===== src/rtl/lock_mode_ctrl.sv =====
// ---------------------------------------------------------------------------
// lock_pkg / lock_mode_ctrl
//
// Purpose:
//   Top-level mode controller for the electronic lock. Setup mode can only
//   be entered after the master password has been verified. Wrong attempts
//   are counted and lead to a lockout, and an idle prompt times out. The
//   controller routes keypad digit packets and the 6-digit display either to
//   the operational path or to the setup module. It owns the active
//   configuration and commits the setup module's new configuration when the
//   setup module signals a save.
//
// Ports:
//   clk, rst            clock; asynchronous active-high reset
//   setup_req           1-cycle request to enter setup mode
//   digitos_value/valid 20-digit BCD packet (unused digits 4'hF) + strobe
//   op_bcd/op_disp_en   display from the operational path
//   set_bcd/set_disp_en display from the setup module
//   data_setup_new/ok   new configuration + save strobe from setup module
//   setup_on            1-cycle start pulse for the setup module
//   set_digitos_valid   digit strobe forwarded to the setup module
//   op_digitos_valid    digit strobe forwarded to the operational path
//   op_enable           operational path enabled (OPER only)
//   bcd_out/disp_en     muxed display
//   cfg_out/cfg_update  active configuration + 1-cycle change pulse
//   locked_out          lockout indication
// ---------------------------------------------------------------------------
package lock_pkg;
    typedef struct packed {
        logic        bip_status;
        logic [7:0]  bip_time;
        logic [7:0]  tranca_aut_time;
        logic [79:0] senha_master;
        logic [79:0] senha_1;
        logic [79:0] senha_2;
        logic [79:0] senha_3;
        logic [79:0] senha_4;
    } setup_pac_t;
endpackage

module lock_mode_ctrl
    import lock_pkg::*;
#(
    parameter int MAX_TRIES   = 3,
    parameter int TIMEOUT_CYC = 500_000_000,
    parameter int FAIL_CYC    = 50_000_000,
    parameter int LOCK_CYC    = 1_500_000_000
) (
    input  logic        clk,
    input  logic        rst,
    input  logic        setup_req,
    input  logic [79:0] digitos_value,
    input  logic        digitos_valid,
    input  logic [23:0] op_bcd,
    input  logic        op_disp_en,
    input  logic [23:0] set_bcd,
    input  logic        set_disp_en,
    input  setup_pac_t  data_setup_new,
    input  logic        data_setup_ok,
    output logic        setup_on,
    output logic        set_digitos_valid,
    output logic        op_digitos_valid,
    output logic        op_enable,
    output logic [23:0] bcd_out,
    output logic        disp_en,
    output setup_pac_t  cfg_out,
    output logic        cfg_update,
    output logic        locked_out
);

    typedef enum logic [2:0] {
        S_OPER, S_ASK, S_CHECK, S_FAIL, S_LOCK, S_SETUP, S_COMMIT
    } state_t;

    localparam logic [79:0] ALL_E      = {20{4'hE}};
    localparam logic [79:0] ALL_B      = {20{4'hB}};
    localparam logic [31:0] TMO_LAST   = 32'(TIMEOUT_CYC - 1);
    localparam logic [31:0] FAIL_LAST  = 32'(FAIL_CYC - 1);
    localparam logic [31:0] LOCK_LAST  = 32'(LOCK_CYC - 1);
    localparam logic [2:0]  TRIES_LIM  = 3'(MAX_TRIES);

    localparam setup_pac_t CFG_RESET = '{
        bip_status:      1'b1,
        bip_time:        8'd5,
        tranca_aut_time: 8'd5,
        senha_master:    {{16{4'hF}}, 16'h1234},
        senha_1:         {20{4'hF}},
        senha_2:         {20{4'hF}},
        senha_3:         {20{4'hF}},
        senha_4:         {20{4'hF}}
    };

    state_t      state;
    logic [2:0]  tries;
    logic [31:0] timer;
    logic [79:0] code;
    setup_pac_t  pend;

    function automatic logic [31:0] sat_inc(input logic [31:0] v);
        return (v == 32'hFFFF_FFFF) ? v : v + 32'd1;
    endfunction

    always_ff @(posedge clk or posedge rst) begin
        if (rst) begin
            state      <= S_OPER;
            tries      <= '0;
            timer      <= '0;
            setup_on   <= 1'b0;
            cfg_update <= 1'b0;
            cfg_out    <= CFG_RESET;
            code       <= '0;
            pend       <= CFG_RESET;
        end else begin
            setup_on   <= 1'b0;
            cfg_update <= 1'b0;
            case (state)
                S_OPER: begin
                    if (setup_req) begin
                        state <= S_ASK;
                        timer <= '0;
                    end
                end
                S_ASK: begin
                    // Any keypad activity restarts the idle timer, and a
                    // digit in the timeout cycle takes priority over it.
                    if (digitos_valid) begin
                        timer <= '0;
                        if (digitos_value == ALL_B) begin
                            state <= S_OPER;
                        end else if (digitos_value != ALL_E) begin
                            code  <= digitos_value;
                            state <= S_CHECK;
                        end
                    end else if (timer == TMO_LAST) begin
                        timer <= '0;
                        state <= S_OPER;
                    end else begin
                        timer <= sat_inc(timer);
                    end
                end
                S_CHECK: begin
                    timer <= '0;
                    if (code == cfg_out.senha_master) begin
                        tries    <= '0;
                        setup_on <= 1'b1;
                        state    <= S_SETUP;
                    end else begin
                        tries <= tries + 3'd1;
                        state <= (tries + 3'd1 == TRIES_LIM) ? S_LOCK : S_FAIL;
                    end
                end
                S_FAIL: begin
                    if (timer == FAIL_LAST) begin
                        timer <= '0;
                        state <= S_ASK;
                    end else begin
                        timer <= sat_inc(timer);
                    end
                end
                S_LOCK: begin
                    if (timer == LOCK_LAST) begin
                        timer <= '0;
                        tries <= '0;
                        state <= S_OPER;
                    end else begin
                        timer <= sat_inc(timer);
                    end
                end
                S_SETUP: begin
                    // Capture the packet on the save strobe so the commit
                    // does not depend on the setup module holding it.
                    if (data_setup_ok) begin
                        pend  <= data_setup_new;
                        state <= S_COMMIT;
                    end
                end
                S_COMMIT: begin
                    cfg_out    <= pend;
                    cfg_update <= 1'b1;
                    state      <= S_OPER;
                end
                default: state <= S_OPER;
            endcase
        end
    end

    assign op_digitos_valid  = digitos_valid & (state == S_OPER);
    assign set_digitos_valid = digitos_valid & (state == S_SETUP);
    assign op_enable         = (state == S_OPER);
    assign locked_out        = (state == S_LOCK);

    always_comb begin
        bcd_out = op_bcd;
        disp_en = op_disp_en;
        case (state)
            S_ASK, S_CHECK: begin
                bcd_out = 24'h0F_FFFF;
                disp_en = 1'b1;
            end
            S_FAIL, S_LOCK: begin
                bcd_out = 24'hEE_EEEE;
                disp_en = 1'b1;
            end
            S_SETUP, S_COMMIT: begin
                bcd_out = set_bcd;
                disp_en = set_disp_en;
            end
            default: begin
                bcd_out = op_bcd;
                disp_en = op_disp_en;
            end
        endcase
    end

endmodule


===== config.mk =====
export PLATFORM = sky130hd
export DESIGN_NAME = lock_mode_ctrl
export DESIGN_NICKNAME = d
export VERILOG_FILES = /design/src/rtl/lock_mode_ctrl.sv
export SDC_FILE = /design/constraint.sdc
export NUM_CORES = 2
export LEC_CHECK = 0
export BUFFER_PORTS_ARGS = -buffer_cell sky130_fd_sc_hd__buf_4
export CAP_MARGIN = 20
export CORE_AREA = 3 3 388 390
export DETAILED_ROUTE_END_ITERATION = 12
export DIE_AREA = 0 0 391 393
export GPL_TIMING_DRIVEN = 0
export HOLD_SLACK_MARGIN = 0.15
export SYNTH_ARGS = -nofsm -noshare
export SYNTH_HDL_FRONTEND = slang
export SYNTH_SLANG_ARGS = --single-unit
export TNS_END_PERCENT = 100

===== constraint.sdc =====
create_clock -name clk -period 32.6 [get_ports clk]
set_input_delay 1.63 -clock clk [delete_from_list [all_inputs] [get_ports clk]]
set_output_delay 1.63 -clock clk [all_outputs]
set_load 0.03 [all_outputs]

==> results.md <==
- FFs w/ async S/R, synth: 100%
- Multi-input gate area in the final layout: about 13000 um2
- Global-route wire length before repair: roughly 220000 um
- Total wire length after detailed routing: around 160000 um
- Post-CTS setup buffer count: 0
- Static Leak: 25.0 nW
- Final-layout fill cell count: roughly 15000
- Worst endpoint required time: roughly 33 ns
- Final Instance Area: 52600 um2
- Flops & latches, synth: about 950
- Clock tree from TritonCTS: done
- Normalized max-slew margin: 27.0%
- Min Hold Slack: ~0.41 ns
- Total number of vias: around 29000
- Net count reported at finish: 5014
- Global-route usage over all layers: approximately 19%
- Total global routing overflow: 0
- Input/output buffers: 999
- Max Fclk: between 200 and 250 MHz
- Final routed DRC violation total: 0
- Number of maximum-capacitance constraint violations: 0
- Maximum number of pins on one net before global-route repair: between 100 and 150
- Final slew viol count: 0
- Cell Rows: between 100 and 150
- Worst Slack Setup Final: roughly 28 ns
- Proportion of layout cells with a drive suffix above 1: between 50% and 60%
- Final count of hold timing violations: 0
- Maximum fanout along the worst path: 10
- Minimum setup slack among reg-to-reg paths: about 28 ns
- Total power consumption of the routed design: 2.52 mW
- Category of the worst setup path launch point: input pin
- Post-placement setup slack: between 20 and 30 ns
- Chip Width: roughly 400 um
- Largest vdd supply drop: between 0.04 and 0.05 mV
- Root buffer selected by CTS: sky130_fd_sc_hd__clkbuf_16
- Global placer's final weighted congestion: 0.899
- CTS-repair resized insts: 0
- CORE AREA: 147000 um2
- Initial core utilization: between 20% and 30%
- Clk_skew: 0.0558 ns
- Number of vias per cell: between 4 and 5
- Total number of clock tree sinks: ~950
- DP HPWL: ~120000 um
- DRT antenna net count: 0
- Wire length per cell after detailed routing: about 24 um
- H-tree level count: 3
- Count of routing violations after the opening detailed-route iteration: 1406
- Primary flip-flop cell chosen by synthesis mapping: sky130_fd_sc_hd__dfstp_2
- Post-synthesis sequential area ratio: 64.0%
- Cts hold-fix bufs: 0
- Worst-margin pin slew: approximately 1.1 ns
- Number of detailed-route iterations in the first pass: 5
- RSZ-0062 raised after global routing: no
- Number of antenna violations at the first check in global routing: 27
- Cell area power density: 47.9 nW/um2
- Summed instance area of the synthesized netlist: 38900 um2
- Type of element capturing the critical path: register
- Clock latency at the later pin of the worst-skew pair: around 0.72 ns
- Sequential cell area: 24900 um2
- Post-layout minimum cycle time: between 4 and 5 ns
- Path type of the worst setup path: input pin to register
- Count of final setup violators: 0
- Min-delay worst type: register to register
- Arrival @ worst endpoint: around 5.4 ns
- TritonCTS Buffers: roughly 110
- Net count of the mapped netlist: about 4000
- Fin Setup TNS: 0 ns
- Number of enable flip-flop cells after synthesis: 0
- Count of distinct cell types in the synthesized netlist: 57
- Cells after synthesis: ~3300
- Clock edge transition at the registers on the reported setup and hold paths: about 0.06 ns
- Cell area after placement: approximately 50000 um2
- Final period utilization: between 10 and 15%
- Height of the die: between 300 and 400 um
- I/O pin count: 1000
- Mean area per synthesized cell: 11.6 um2
- Count of warnings emitted by yosys: 0
- Outcome: complete, no violations
- Number of global-route vias before repair: 29900
- Number of buffers between clock root and the deepest sink: 3
- Die outline area: around 150000 um2
- P&R area growth vs syn: 35.4%
-- stage by stage --
| stage | util, % | instances |
|---|---|---|
| 2_1_floorplan | - | 3341 |
| 3_3_place_gp | 33.1 | 6270 |
| 3_5_place_dp | 33.3 | 6281 |
| 4_1_cts | 35.6 | 6478 |
| 5_1_grt | 35.7 | 6490 |
| 6_report | 35.7 | 6491 |
-- critical path, cell delays in order --
cell                       delay, ns
sky130_fd_sc_hd__buf_4          0.13
sky130_fd_sc_hd__nor4bb_1       0.89
sky130_fd_sc_hd__nand4_1        0.36
sky130_fd_sc_hd__or3_2          0.53
sky130_fd_sc_hd__o21ai_0        0.69
sky130_fd_sc_hd__nor2_1         0.39
sky130_fd_sc_hd__clkbuf_1       0.43
sky130_fd_sc_hd__mux2_2         0.38
-- power breakdown --
group / leakage (nW) / internal (mW) / switching [mW]
logic: 13.0 / 0.0533 / 0.0540
clock network: 1.71 / 0.694 / 0.519
registers: 10.3 / 1.19 / 0.00386
total: 25.0 / 1.94 / 0.577
-- cell families after synthesis --
kind of cell,after synthesis,share of synthesized area (%)
buffers and inverters,183,1.98
AND/OR/NAND/NOR,1543,16.2
AO/OA/AOI/OAI,45,0.657
flip-flops,954,64.0
adder cells (fa/ha/maj),8,0.225
multiplexers,498,14.4
XOR/XNOR,110,2.48
-- cell usage in the layout, fill, tap and decap left out, types with 4 or more instances in the layout --
cell / synthesis / layout
sky130_fd_sc_hd__xor2_1: 61 / 61
sky130_fd_sc_hd__and4_1: 4 / 4
sky130_fd_sc_hd__nor3_1: 16 / 16
sky130_fd_sc_hd__nand2_1: 1306 / 1306
sky130_fd_sc_hd__clkbuf_1: 144 / 178
sky130_fd_sc_hd__buf_1: 10 / 10
sky130_fd_sc_hd__dfrtp_1: 166 / 166
sky130_fd_sc_hd__a21oi_1: 23 / 23
sky130_fd_sc_hd__and3_1: 6 / 6
sky130_fd_sc_hd__nor4_1: 22 / 22
sky130_fd_sc_hd__buf_4: 1 / 1000
sky130_fd_sc_hd__xnor2_1: 49 / 49
sky130_fd_sc_hd__buf_6: 9 / 9
sky130_fd_sc_hd__diode_2: 0 / 13
sky130_fd_sc_hd__nor2_1: 62 / 62
sky130_fd_sc_hd__nor4b_1: 5 / 5
sky130_fd_sc_hd__dfstp_2: 788 / 788
sky130_fd_sc_hd__inv_1: 17 / 16
sky130_fd_sc_hd__nand3_1: 37 / 37
sky130_fd_sc_hd__buf_16: 0 / 9
sky130_fd_sc_hd__bufinv_16: 0 / 4
sky130_fd_sc_hd__nand4_1: 37 / 37
sky130_fd_sc_hd__mux2_2: 497 / 497
sky130_fd_sc_hd__clkbuf_16: 0 / 108
sky130_fd_sc_hd__clkinvlp_4: 0 / 4
sky130_fd_sc_hd__clkbuf_8: 1 / 21
sky130_fd_sc_hd__maj3_1: 5 / 5
sky130_fd_sc_hd__clkinv_2: 0 / 13
sky130_fd_sc_hd__o21ai_0: 10 / 10
sky130_fd_sc_hd__nor4bb_1: 19 / 19
-- final timing paths --
check | start | depth (start not counted) | endpoint
worst max-delay path | digitos_value[74] | 8 | code[48]$_DFFE_PP0P_
worst min-delay path | pend[371]$_DFFE_PP1P_ | 2 | cfg_out[371]$_DFFE_PP1P_
worst max register to register | state[1]$_DFFE_PP0P_ | 10 | cfg_out[3]$_DFFE_PP1P_
worst min register to register | pend[371]$_DFFE_PP1P_ | 2 | cfg_out[371]$_DFFE_PP1P_
max in group asynchronous | rst | 6 | pend[409]$_DFFE_PP0P_
min in group asynchronous | rst | 2 | pend[326]$_DFFE_PP0P_
-- synth_stat cells (all sizes together) (6+ instances only) --
library cell  count  share of area (%)
nor4bb           19               0.49
nand3            37               0.48
nor2             63               0.63
and3              6              0.097
o21ai            12               0.15
nor4             23               0.39
xnor2            49                1.1
clkbuf          145                1.4
mux2            497                 14
nor3             16               0.21
xor2             61                1.4
a21oi            23               0.30
inv              17               0.16
nand4            38               0.65
nand2          1307                 13
buf              21               0.39
dfrtp           166                 11
dfstp           788                 53
-- final cells by class --
cell class	count	area share, %
flip-flops and latches	954	47.3
multi-input cells	2204	25.1
repair buffers	1010	14.8
clock buffers	164	5.92
well taps	1930	4.59
plain buffers	166	1.35
clock inverters	33	0.764
inverters	17	0.136
diodes	13	0.0618
-- sequential cells by signal (all words and copies together) (netlist names) --
signal and flops:
timer 32, pend 417, code 80, state 3
cfg_update 1, tries 3, cfg_out 417, setup_on 1
-- layer usage --
| layer | up-vias | routed length (um) | global-route usage [%] | share of wire, % |
|---|---|---|---|---|
| met3 | 291 | 12500 | 6.56 | 8.0 |
| met4 | 6 | 8460 | 10.3 | 5.4 |
| met2 | 970 | 80600 | 35.1 | 52 |
| met1 | 14700 | 53800 | 19.9 | 35 |
| li1 | 13100 | - | - | - |
| met5 | - | 41 | 0 | 0.026 |
No activity file was read; power rests on OpenSTA's default activity.
